===== config.mk =====
export PLATFORM = sky130hd
export DESIGN_NAME = bandai_mapper_gen2_flat
export DESIGN_NICKNAME = d
export VERILOG_FILES = /design/src/rtl/bandai_mapper_gen2_if.sv /design/src/rtl/bandai_mapper_gen2.sv /design/src/flat_wrapper.sv
export SDC_FILE = /design/constraint.sdc
export NUM_CORES = 1
export LEC_CHECK = 0
export CAP_MARGIN = 10
export CORE_MARGIN = 5
export CORE_UTILIZATION = 47
export CTS_CLUSTER_SIZE = 40
export DETAILED_ROUTE_END_ITERATION = 16
export GPL_TIMING_DRIVEN = 0
export PLACE_DENSITY = 0.7
export SYNTH_ARGS = -nofsm -noshare
export SYNTH_HDL_FRONTEND = slang
export SYNTH_SLANG_ARGS = --single-unit

===== constraint.sdc =====
create_clock -name CLK -period 2.15 [get_ports CLK]
set_input_delay 0.43 -clock CLK [delete_from_list [all_inputs] [get_ports CLK]]
set_output_delay 0.43 -clock CLK [all_outputs]
set_load 0.01 [all_outputs]

===== src/rtl/bandai_mapper_gen2_if.sv =====
// Cartridge-side bus bundle for the Bandai gen2 mapper.
// GPIO_EN adds the four general-purpose IO lines.
interface bandai_mapper_gen2_if #(parameter int RADDR_W = 7);
  logic               CEn, WEn, OEn, SSn;
  logic [7:0]         ADDR, DQ_I, DQ_O;
  logic               DQ_OE, SO, ROMCEn, RAMCEn, UNLOCKED;
  logic [RADDR_W-1:0] RADDR;
`ifdef GPIO_EN
  logic [3:0]         IO_I, IO_O, IO_OE;

  modport master (output CEn, WEn, OEn, SSn, ADDR, DQ_I, IO_I,
                  input  DQ_O, DQ_OE, SO, ROMCEn, RAMCEn, RADDR, UNLOCKED, IO_O, IO_OE);
  modport slave  (input  CEn, WEn, OEn, SSn, ADDR, DQ_I, IO_I,
                  output DQ_O, DQ_OE, SO, ROMCEn, RAMCEn, RADDR, UNLOCKED, IO_O, IO_OE);
`else
  modport master (output CEn, WEn, OEn, SSn, ADDR, DQ_I,
                  input  DQ_O, DQ_OE, SO, ROMCEn, RAMCEn, RADDR, UNLOCKED);
  modport slave  (input  CEn, WEn, OEn, SSn, ADDR, DQ_I,
                  output DQ_O, DQ_OE, SO, ROMCEn, RAMCEn, RADDR, UNLOCKED);
`endif
endinterface


===== src/rtl/bandai_mapper_gen2.sv =====
// Bandai gen2 mapper: unlock FSM, serial ID stream, bank registers and chip-enable decode.
// Define GPIO_EN to add the IOCTL/IOSCN registers and the IO pins.
module bandai_mapper_gen2 #(
  parameter int          NROMB    = 2,
  parameter int          RADDR_W  = 7,
  parameter int          BITS_LEN = 18,
  parameter logic [31:0] BITS     = 32'({1'b0, 16'h28A0, 1'b0})
) (
  input logic CLK,
  input logic RST,
  bandai_mapper_gen2_if.slave bus
);
  typedef enum logic [1:0] {LOCK0, LOCK1, OPEN} state_t;

  localparam logic [7:0] A_LAO   = 8'hC0;
  localparam logic [7:0] A_RAMB  = 8'hC1;
  localparam logic [7:0] A_ROMB  = 8'hC2;
  localparam logic [7:0] A_IOCTL = 8'hCC;
  localparam logic [7:0] A_IOSCN = 8'hCD;
  localparam logic [7:0] A_CTRL  = 8'hCF;

  state_t                 state, state_nxt;
  logic [BITS_LEN:0]      shreg;
  logic [7:0]             lao, ramb;
  logic [NROMB-1:0][7:0]  romb;
  logic [7:0]             cap_addr, cap_data;
  logic                   cap_ok, we_prev;
  logic                   commit, lock_req, open, bus_sel, rce, rd_hit;
  logic [7:0]             rd_val;
  logic [3:0]             win;
  logic [RADDR_W-1:0]     raddr;

  assign open     = (state == OPEN);
  assign bus_sel  = ~(bus.SSn & bus.CEn);
  assign commit   = bus.WEn & ~we_prev & cap_ok;
  assign lock_req = commit & (cap_addr == A_CTRL) & cap_data[0];

  always_ff @(posedge CLK) begin
    if (RST) state <= LOCK0;
    else     state <= state_nxt;
  end

  always_comb begin
    state_nxt = state;
    case (state)
      LOCK0: if (bus.ADDR == 8'h5A) state_nxt = LOCK1;
      LOCK1: begin
        if (bus.ADDR == 8'hA5)      state_nxt = OPEN;
        else if (bus.ADDR != 8'h5A) state_nxt = LOCK0;
      end
      default: state_nxt = state;
    endcase
    if (lock_req) state_nxt = LOCK0;
  end

  // Extra top bit is a constant 1 so the shift also works for BITS_LEN==1.
  always_ff @(posedge CLK) begin
    if (RST || state_nxt != OPEN) shreg <= '1;
    else if (state != OPEN)       shreg <= {1'b1, BITS[BITS_LEN-1:0]};
    else                          shreg <= {1'b1, shreg[BITS_LEN:1]};
  end

  always_ff @(posedge CLK) begin
    if (RST) begin
      cap_addr <= '0;
      cap_data <= '0;
      cap_ok   <= 1'b0;
      we_prev  <= 1'b1;
      lao      <= '1;
      ramb     <= '1;
      romb     <= '1;
    end else begin
      we_prev <= bus.WEn;
      if (!bus.WEn) begin
        cap_addr <= bus.ADDR;
        cap_data <= bus.DQ_I;
        cap_ok   <= open & bus_sel;
      end
      if (commit) begin
        if (cap_addr == A_LAO)  lao  <= cap_data;
        if (cap_addr == A_RAMB) ramb <= cap_data;
        for (int i = 0; i < NROMB; i++)
          if (cap_addr == A_ROMB + 8'(i)) romb[i] <= cap_data;
      end
    end
  end

`ifdef GPIO_EN
  logic [3:0] ioctl, ioscn, ioscn_rd;

  always_ff @(posedge CLK) begin
    if (RST) begin
      ioctl <= '0;
      ioscn <= '0;
    end else if (commit) begin
      if (cap_addr == A_IOCTL) ioctl <= cap_data[3:0];
      if (cap_addr == A_IOSCN) ioscn <= cap_data[3:0];
    end
  end

  // Pins configured as inputs read back the live pin level.
  assign ioscn_rd  = (ioctl & ioscn) | (~ioctl & bus.IO_I);
  assign bus.IO_OE = ioctl;
  assign bus.IO_O  = ioscn;
`endif

  always_comb begin
    rd_hit = 1'b0;
    rd_val = '0;
    case (bus.ADDR)
      A_LAO:   begin rd_hit = 1'b1; rd_val = lao;  end
      A_RAMB:  begin rd_hit = 1'b1; rd_val = ramb; end
      A_CTRL:  rd_hit = 1'b1;
`ifdef GPIO_EN
      A_IOCTL: begin rd_hit = 1'b1; rd_val = {4'h0, ioctl};    end
      A_IOSCN: begin rd_hit = 1'b1; rd_val = {4'h0, ioscn_rd}; end
`endif
      default: ;
    endcase
    for (int i = 0; i < NROMB; i++)
      if (bus.ADDR == A_ROMB + 8'(i)) begin
        rd_hit = 1'b1;
        rd_val = romb[i];
      end
  end

  assign bus.DQ_OE = open & bus_sel & ~bus.OEn & bus.WEn & rd_hit;
  assign bus.DQ_O  = bus.DQ_OE ? rd_val : 8'h00;

  assign win        = bus.ADDR[7:4];
  assign rce        = open & bus.SSn & ~bus.CEn;
  assign bus.RAMCEn = ~(rce & (win == 4'd1));
  assign bus.ROMCEn = ~(rce & (win >= 4'd2));

  // Windows above the last ROM bank are linear: LAO supplies the high bits.
  always_comb begin
    raddr = '0;
    if (rce && win == 4'd1) raddr = ramb[RADDR_W-1:0];
    else if (rce && win >= 4'd2) begin
      raddr = {lao[RADDR_W-5:0], win};
      for (int i = 0; i < NROMB; i++)
        if (win == 4'(i + 2)) raddr = romb[i][RADDR_W-1:0];
    end
  end

  assign bus.RADDR    = raddr;
  assign bus.SO       = shreg[0];
  assign bus.UNLOCKED = open;
endmodule

===== src/flat_wrapper.sv =====
// flat-port wrapper written by rule: the top's interface ports become plain ports
module bandai_mapper_gen2_flat 
#(
  parameter int          NROMB    = 2,
  parameter int          RADDR_W  = 7,
  parameter int          BITS_LEN = 18,
  parameter logic [31:0] BITS     = 32'({1'b0, 16'h28A0, 1'b0})
)
  (CLK, RST, bus_CEn, bus_WEn, bus_OEn, bus_SSn, bus_ADDR, bus_DQ_I, bus_DQ_O, bus_DQ_OE, bus_SO, bus_ROMCEn, bus_RAMCEn, bus_RADDR, bus_UNLOCKED);
  bandai_mapper_gen2_if #(.RADDR_W(RADDR_W)) bus_i ();
  input logic CLK;
  input logic RST;
  input wire logic [$bits(bus_i.CEn)-1:0] bus_CEn;
  input wire logic [$bits(bus_i.WEn)-1:0] bus_WEn;
  input wire logic [$bits(bus_i.OEn)-1:0] bus_OEn;
  input wire logic [$bits(bus_i.SSn)-1:0] bus_SSn;
  input wire logic [$bits(bus_i.ADDR)-1:0] bus_ADDR;
  input wire logic [$bits(bus_i.DQ_I)-1:0] bus_DQ_I;
  output wire logic [$bits(bus_i.DQ_O)-1:0] bus_DQ_O;
  output wire logic [$bits(bus_i.DQ_OE)-1:0] bus_DQ_OE;
  output wire logic [$bits(bus_i.SO)-1:0] bus_SO;
  output wire logic [$bits(bus_i.ROMCEn)-1:0] bus_ROMCEn;
  output wire logic [$bits(bus_i.RAMCEn)-1:0] bus_RAMCEn;
  output wire logic [$bits(bus_i.RADDR)-1:0] bus_RADDR;
  output wire logic [$bits(bus_i.UNLOCKED)-1:0] bus_UNLOCKED;
  assign bus_i.CEn = bus_CEn;
  assign bus_i.WEn = bus_WEn;
  assign bus_i.OEn = bus_OEn;
  assign bus_i.SSn = bus_SSn;
  assign bus_i.ADDR = bus_ADDR;
  assign bus_i.DQ_I = bus_DQ_I;
  assign bus_DQ_O = bus_i.DQ_O;
  assign bus_DQ_OE = bus_i.DQ_OE;
  assign bus_SO = bus_i.SO;
  assign bus_ROMCEn = bus_i.ROMCEn;
  assign bus_RAMCEn = bus_i.RAMCEn;
  assign bus_RADDR = bus_i.RADDR;
  assign bus_UNLOCKED = bus_i.UNLOCKED;
  bandai_mapper_gen2 #(.NROMB(NROMB), .RADDR_W(RADDR_W), .BITS_LEN(BITS_LEN), .BITS(BITS)) u_core (.CLK(CLK), .RST(RST), .bus(bus_i));
endmodule

### Word-level counts from Yosys, hierarchy flattened

Index checks and enable logic that the tools add are counted.
W data, S select, Z words.

* bits in registers: 71
* bits of input ports: 22
* output and inout port bits: 20
* logic and storage cells: 78

* magnitude comparators: 1
* equal/unequal tests: 20
* multiplexer cells: 17
* bitwise logic cells: 19
* reduce and logical (&&, ||, !) cells: 10

Operators by type and width (count)
* $eq A8 B8 Y1 const B: 11
* $mux W7: 4
* $mux W8: 3
* $mux W18: 1
* $pmux W8 S2: 1
* $and A1 B1 Y1: 13
* $eq A4 B2 Y1 const B: 2
* $eq A8 B7 Y1 const B: 1
* $mux W2: 4
* $ne A8 B7 Y1 const B: 1
* $reduce_and A2 Y1: 4
* $not A1 Y1: 6
* $eq A4 B1 Y1 const B: 1
* $ge A4 B2 Y1 const B: 1
* $ne A2 B2 Y1 const B: 2
* $pmux W2 S2: 1
* $mux W1: 3
* $reduce_or A3 Y1: 1
* $eq A2 B1 Y1 const B: 1
* $eq A2 B2 Y1 const B: 1
* $logic_and A1 B1 Y1: 2
* $logic_not A2 Y1: 1
* $reduce_or A2 Y1: 1
* $logic_or A1 B1 Y1: 1

### Depth between registers and ports, before layout

* depth in word-level cells: 9
* mapped depth: 6
* mapped depth without buffers: 5

### Worst setup path after synthesis

No wires, ideal clock.

* path kind: input port to output port
* start point: input bus_ADDR[7]
* end point: output bus_RADDR[0]
* data arrival time: 1.613 ns
* data required time: 1.720 ns
* path slack: 0.107 ns
* stages: 5
* path buffers: 1
* cell sequence: clkbuf_1 nor3b_1 a21oi_1 a311oi_1 a21o_1

* longest elaborated chain between the ends: 5
* elaborated cells on any way between the ends: 10
* those cells by class: order compare: 1; eq/ne: 3; mux: 4; reduce/logical: 2

Ends and longest elaborated chain
* start, declared: RTL line flat_wrapper.sv:17 `input wire logic [$bits(bus_i.ADDR)-1:0] bus_ADDR;`
* $eq A4 B2 Y1: RTL line bandai_mapper_gen2.sv:142 `if (win == 4'(i + 2)) raddr = romb[i][RADDR_W-1:0];`
* $mux W7 (2 in series): RTL line bandai_mapper_gen2.sv:142
* $mux W7: RTL line bandai_mapper_gen2.sv:139 `else if (rce && win >= 4'd2) begin`
* $mux W7 *: RTL line bandai_mapper_gen2.sv:138 `if (rce && win == 4'd1) raddr = ramb[RADDR_W-1:0];`
* end, declared: RTL line flat_wrapper.sv:24 `output wire logic [$bits(bus_i.RADDR)-1:0] bus_RADDR;`

Mark *: on every way between the ends. The rest lies on a longest branch, timed or not.

### Worst setup path in the final report

* start point: register u_core.state[0]
* end point: output bus_RADDR[1]

* longest elaborated chain between the ends: 6
* elaborated cells on any way between the ends: 7
* those cells by class: eq/ne: 1; mux: 2; bitwise: 2; reduce/logical: 2

Ends and longest elaborated chain
* start, declared: RTL line bandai_mapper_gen2.sv:22 `state_t state, state_nxt;`
* start signal, assigned: RTL line bandai_mapper_gen2.sv:40 `else state <= state_nxt;`
* $eq A2 B2 Y1 *: RTL line bandai_mapper_gen2.sv:33 `assign open = (state == OPEN);`
* $and A1 B1 Y1 * (2 in series): RTL line bandai_mapper_gen2.sv:131 `assign rce = open & bus.SSn & ~bus.CEn;`
* $logic_and A1 B1 Y1: RTL line bandai_mapper_gen2.sv:139
* $mux W7: RTL line bandai_mapper_gen2.sv:139
* $mux W7 *: RTL line bandai_mapper_gen2.sv:138

Marks and branches as above.

==> out/results.ini <==
[clock_tree]
cts_tree=done
clockBufferDepth=2
cts.clk_slew.worst_paths_ps=90
cts-buffers-inserted=9
worstSkewPairLatency_ps=360
htreeDepth=3
clockRootBuffer=clkbuf_8
cts.sinks=70
hold_buffers=0

[setup_path]
end_kind=output pin
crit_family=simple AND/OR/NAND/NOR gates
rr_worst_depth=4
crit_path_start_kind=flip-flop
slowest_stage=dfxtp_4
required_ps=1720
critPathLaunch=u_core.state[0]$_SDFF_PP0_
path_buf_inv=3
critPathKind=reg2out
rr_endpoint=u_core.romb[10]$_SDFFE_PP1P_
reg2reg_slack_ps=120
cp.arrival_ps=1800
cp_cell_sequence=nor4bb_4, buf_4, and3_4, buf_6, a32o_2, buf_2
max_stage_delay_ps=360
cp_max_fo=5
r2r_start=u_core.cap_addr[6]$_SDFFE_PP0N_

[pwr]
p_comb_share_pct=7.8
pwr-share-clk_pct=40.0
p_int_w=0.00185
power_frac_seq_pct=52.1
netSwitchingPower_w=0.000705
vdd_ir_drop_max_uv=461
p_leak_nw=1.74
power.total_w=0.00256
swShare_pct=27.6
pwr_density_cell_nw_per_um2=630

[logic_synthesis]
synth_simple_gate_area_share_pct=23.7
syn_area_per_cell_um2=9.56
yosysMostFrequentCell=dfxtp_1
syn_area_um2=3070
yosysUniqueCellTypes=43
ys_warn_count=0
yosysTopAreaCell=dfxtp_1
yosys-mux-area-fraction_pct=22.9
synth_compound_area_share_pct=4.40
ys_seq_elements=70
synthArstFlopShare_pct=0
synth_ff_type=dfxtp_1
synth_edf_count=0
yosys-top-cells-area=dfxtp_1, mux2i_1, nand2_1
syn_inst=321
synth_fa_ha_area_share_pct=0
syn_nets=343
synth-xor-area-share_pct=0
synth_top_family_by_area=simple AND/OR/NAND/NOR gates
synth_common_cells=dfxtp_1, mux2i_1, nand2_1, nor2_1, nand3_1
synth_top_area_share_pct=45.7
ys_seq_area_share_pct=45.7

[min_path]
hold_depth=3
hp-class=in2reg
whs_endpoint=u_core.cap_addr[6]$_SDFFE_PP0N_
hold_start=bus_ADDR[6]

[placed_design]
io_buffers=40
detailed_place_hpwl_um=5340
place_congestion=0.820
place_area_um2=3560

[floorplan]
fp.dieW_um=90.8
rows=29
core-area_um2=6350
top_level_ports=42
die_height_um=90.8
initial_core_util_pct=48.3
die_area_um2=8240

[sta]
hold_viol=0
slew_violations=0
max_freq_mhz=448
tightestPinTransition_ps=857
fin_crit_sh_pct=104
fin_skew_ps=9.64
grt_setup_unrepaired=true
fin_ws_ps=-83.0
finalCriticalPeriod_ps=2230
relSlewSlack_pct=42.4
finalSetupViolations=11
whs_ps=380

[detailed_routing]
wl_um=8320
avgRoutedWirePerCell_um=17.3
dr.pass1.iters=4
routed_via_density=5.43
final_antenna_net_count=0
drt-initial-drc-count=160
num_vias=2611
drc=0

[final_layout]
areaGrowthSynthToFinish_pct=32.5
diodes=0
finalInstanceArea_um2=4060
nFillCells=526
fin_util_pct=64.0
drive_gt1_share_pct=26.7
layout.nets=421

[grt]
grt_use_total_pct=20.6
grt_use_met3_pct=4.42
grt_busiest_layer=met2
met1_usage_pct=25.8
gr-total-overflow=0
antenna_found_initial=0
grt_pass1_wl_um=13200
grt_start_max_net_pins=16
grt_pass1_vias=2569
use_met2_pct=34.3

[status]
violations=negative setup slack
status=finished, violations left

[run]
drv_cap=0

## logic make-up (layout without fill, tap and decap cells)
logic type	after synthesis	after routing
buffers and inverters	25	108
AND/OR/NAND/NOR	144	144
AO/OA/AOI/OAI	22	22
multiplexers	60	60
flip-flops	70	70
## worst max-delay path by stage
stage | to | cells past startpoint
CTS | bus_RADDR[2] | 7
finish | bus_RADDR[1] | 6
floorplan | bus_RADDR[0] | 5
global placement | bus_RADDR[2] | 8
detailed placement | bus_RADDR[2] | 8
global route | bus_RADDR[5] | 7
## layout make-up
class | count | area (µm²) | share of cell area [%]
multi-input combinational | 226 | 1680 | 41.3
sequential | 70 | 1410 | 34.7
timing repair buffer | 69 | 566 | 13.9
clock buffer | 9 | 124 | 3.05
buffer | 17 | 100 | 2.46
tap | 77 | 96.3 | 2.37
clock inverter | 7 | 65.1 | 1.60
inverter | 6 | 25.0 | 0.616
## tightest hold or removal path, cell delays in order
cell and delay [ps]:
buf_6 130, mux2i_1 80, nor2_1 70
## cells in the final DEF (no fill, tap or decap), drive strengths merged, types with 2 or more instances in the layout
cell,netlist,layout
buf,9,56
clkdlybuf4s15,0,3
nor2,35,35
mux2i,50,50
nand2b,2,2
or2,4,4
nor2b,11,11
nand4,3,3
mux2,2,2
or4,6,6
nor4bb,2,2
nand2,50,50
o211ai,2,2
nor3,2,2
nand3b,3,3
o31ai,2,2
clkbuf,10,19
clkinv,0,2
nor4,2,2
dfxtp,70,70
a21oi,4,4
mux4,8,8
inv,6,10
nand3,16,16
dlygate4sd2,0,7
clkdlybuf4s50,0,10
o21ai,9,9
## stage by stage
step / TNS [ps] / instances / worst slack (ps)
final: -444 / 481 / -83.0
after global routing: -1320 / 481 / -130
after CTS: -348 / 476 / -75.3
after detailed placement: -29300 / 438 / -1260
after global placement: -28980 / 438 / -1310
after floorplan: 0 / 321 / 107
## what timing repair did
action,in CTS,in global routing
gates resized for setup,133,14
setup endpoints to repair,24,26
endpoints found under the hold margin,0,0
buffers inserted,24,5
pin swaps,8,6
cloned,0,0
## power groups by stage
stage          sequential [W]  clock (W)  combinational, W
2_1_floorplan         0.00136          0         0.0000978
6_report              0.00133    0.00102          0.000201
4_1_cts               0.00133    0.00104          0.000195
3_5_place_dp          0.00137          0          0.000173
3_3_place_gp          0.00137          0          0.000170
5_1_grt               0.00134    0.00110          0.000216
## layer usage
layer,up-vias,wire (µm)
met4,0,144
met5,-,0
met1,1237,3510
li1,1280,-
met3,11,523
met2,83,4140
## sequential cells by signal, summed over array words and instances, names as in the netlist
signal	cells
u_core.cap_addr	8
u_core.cap_data	8
u_core.cap_ok	1
u_core.lao	8
u_core.ramb	8
u_core.romb	16
u_core.shreg	18
u_core.state	2
u_core.we_prev	1
No activity file was read; power rests on OpenSTA's default activity.
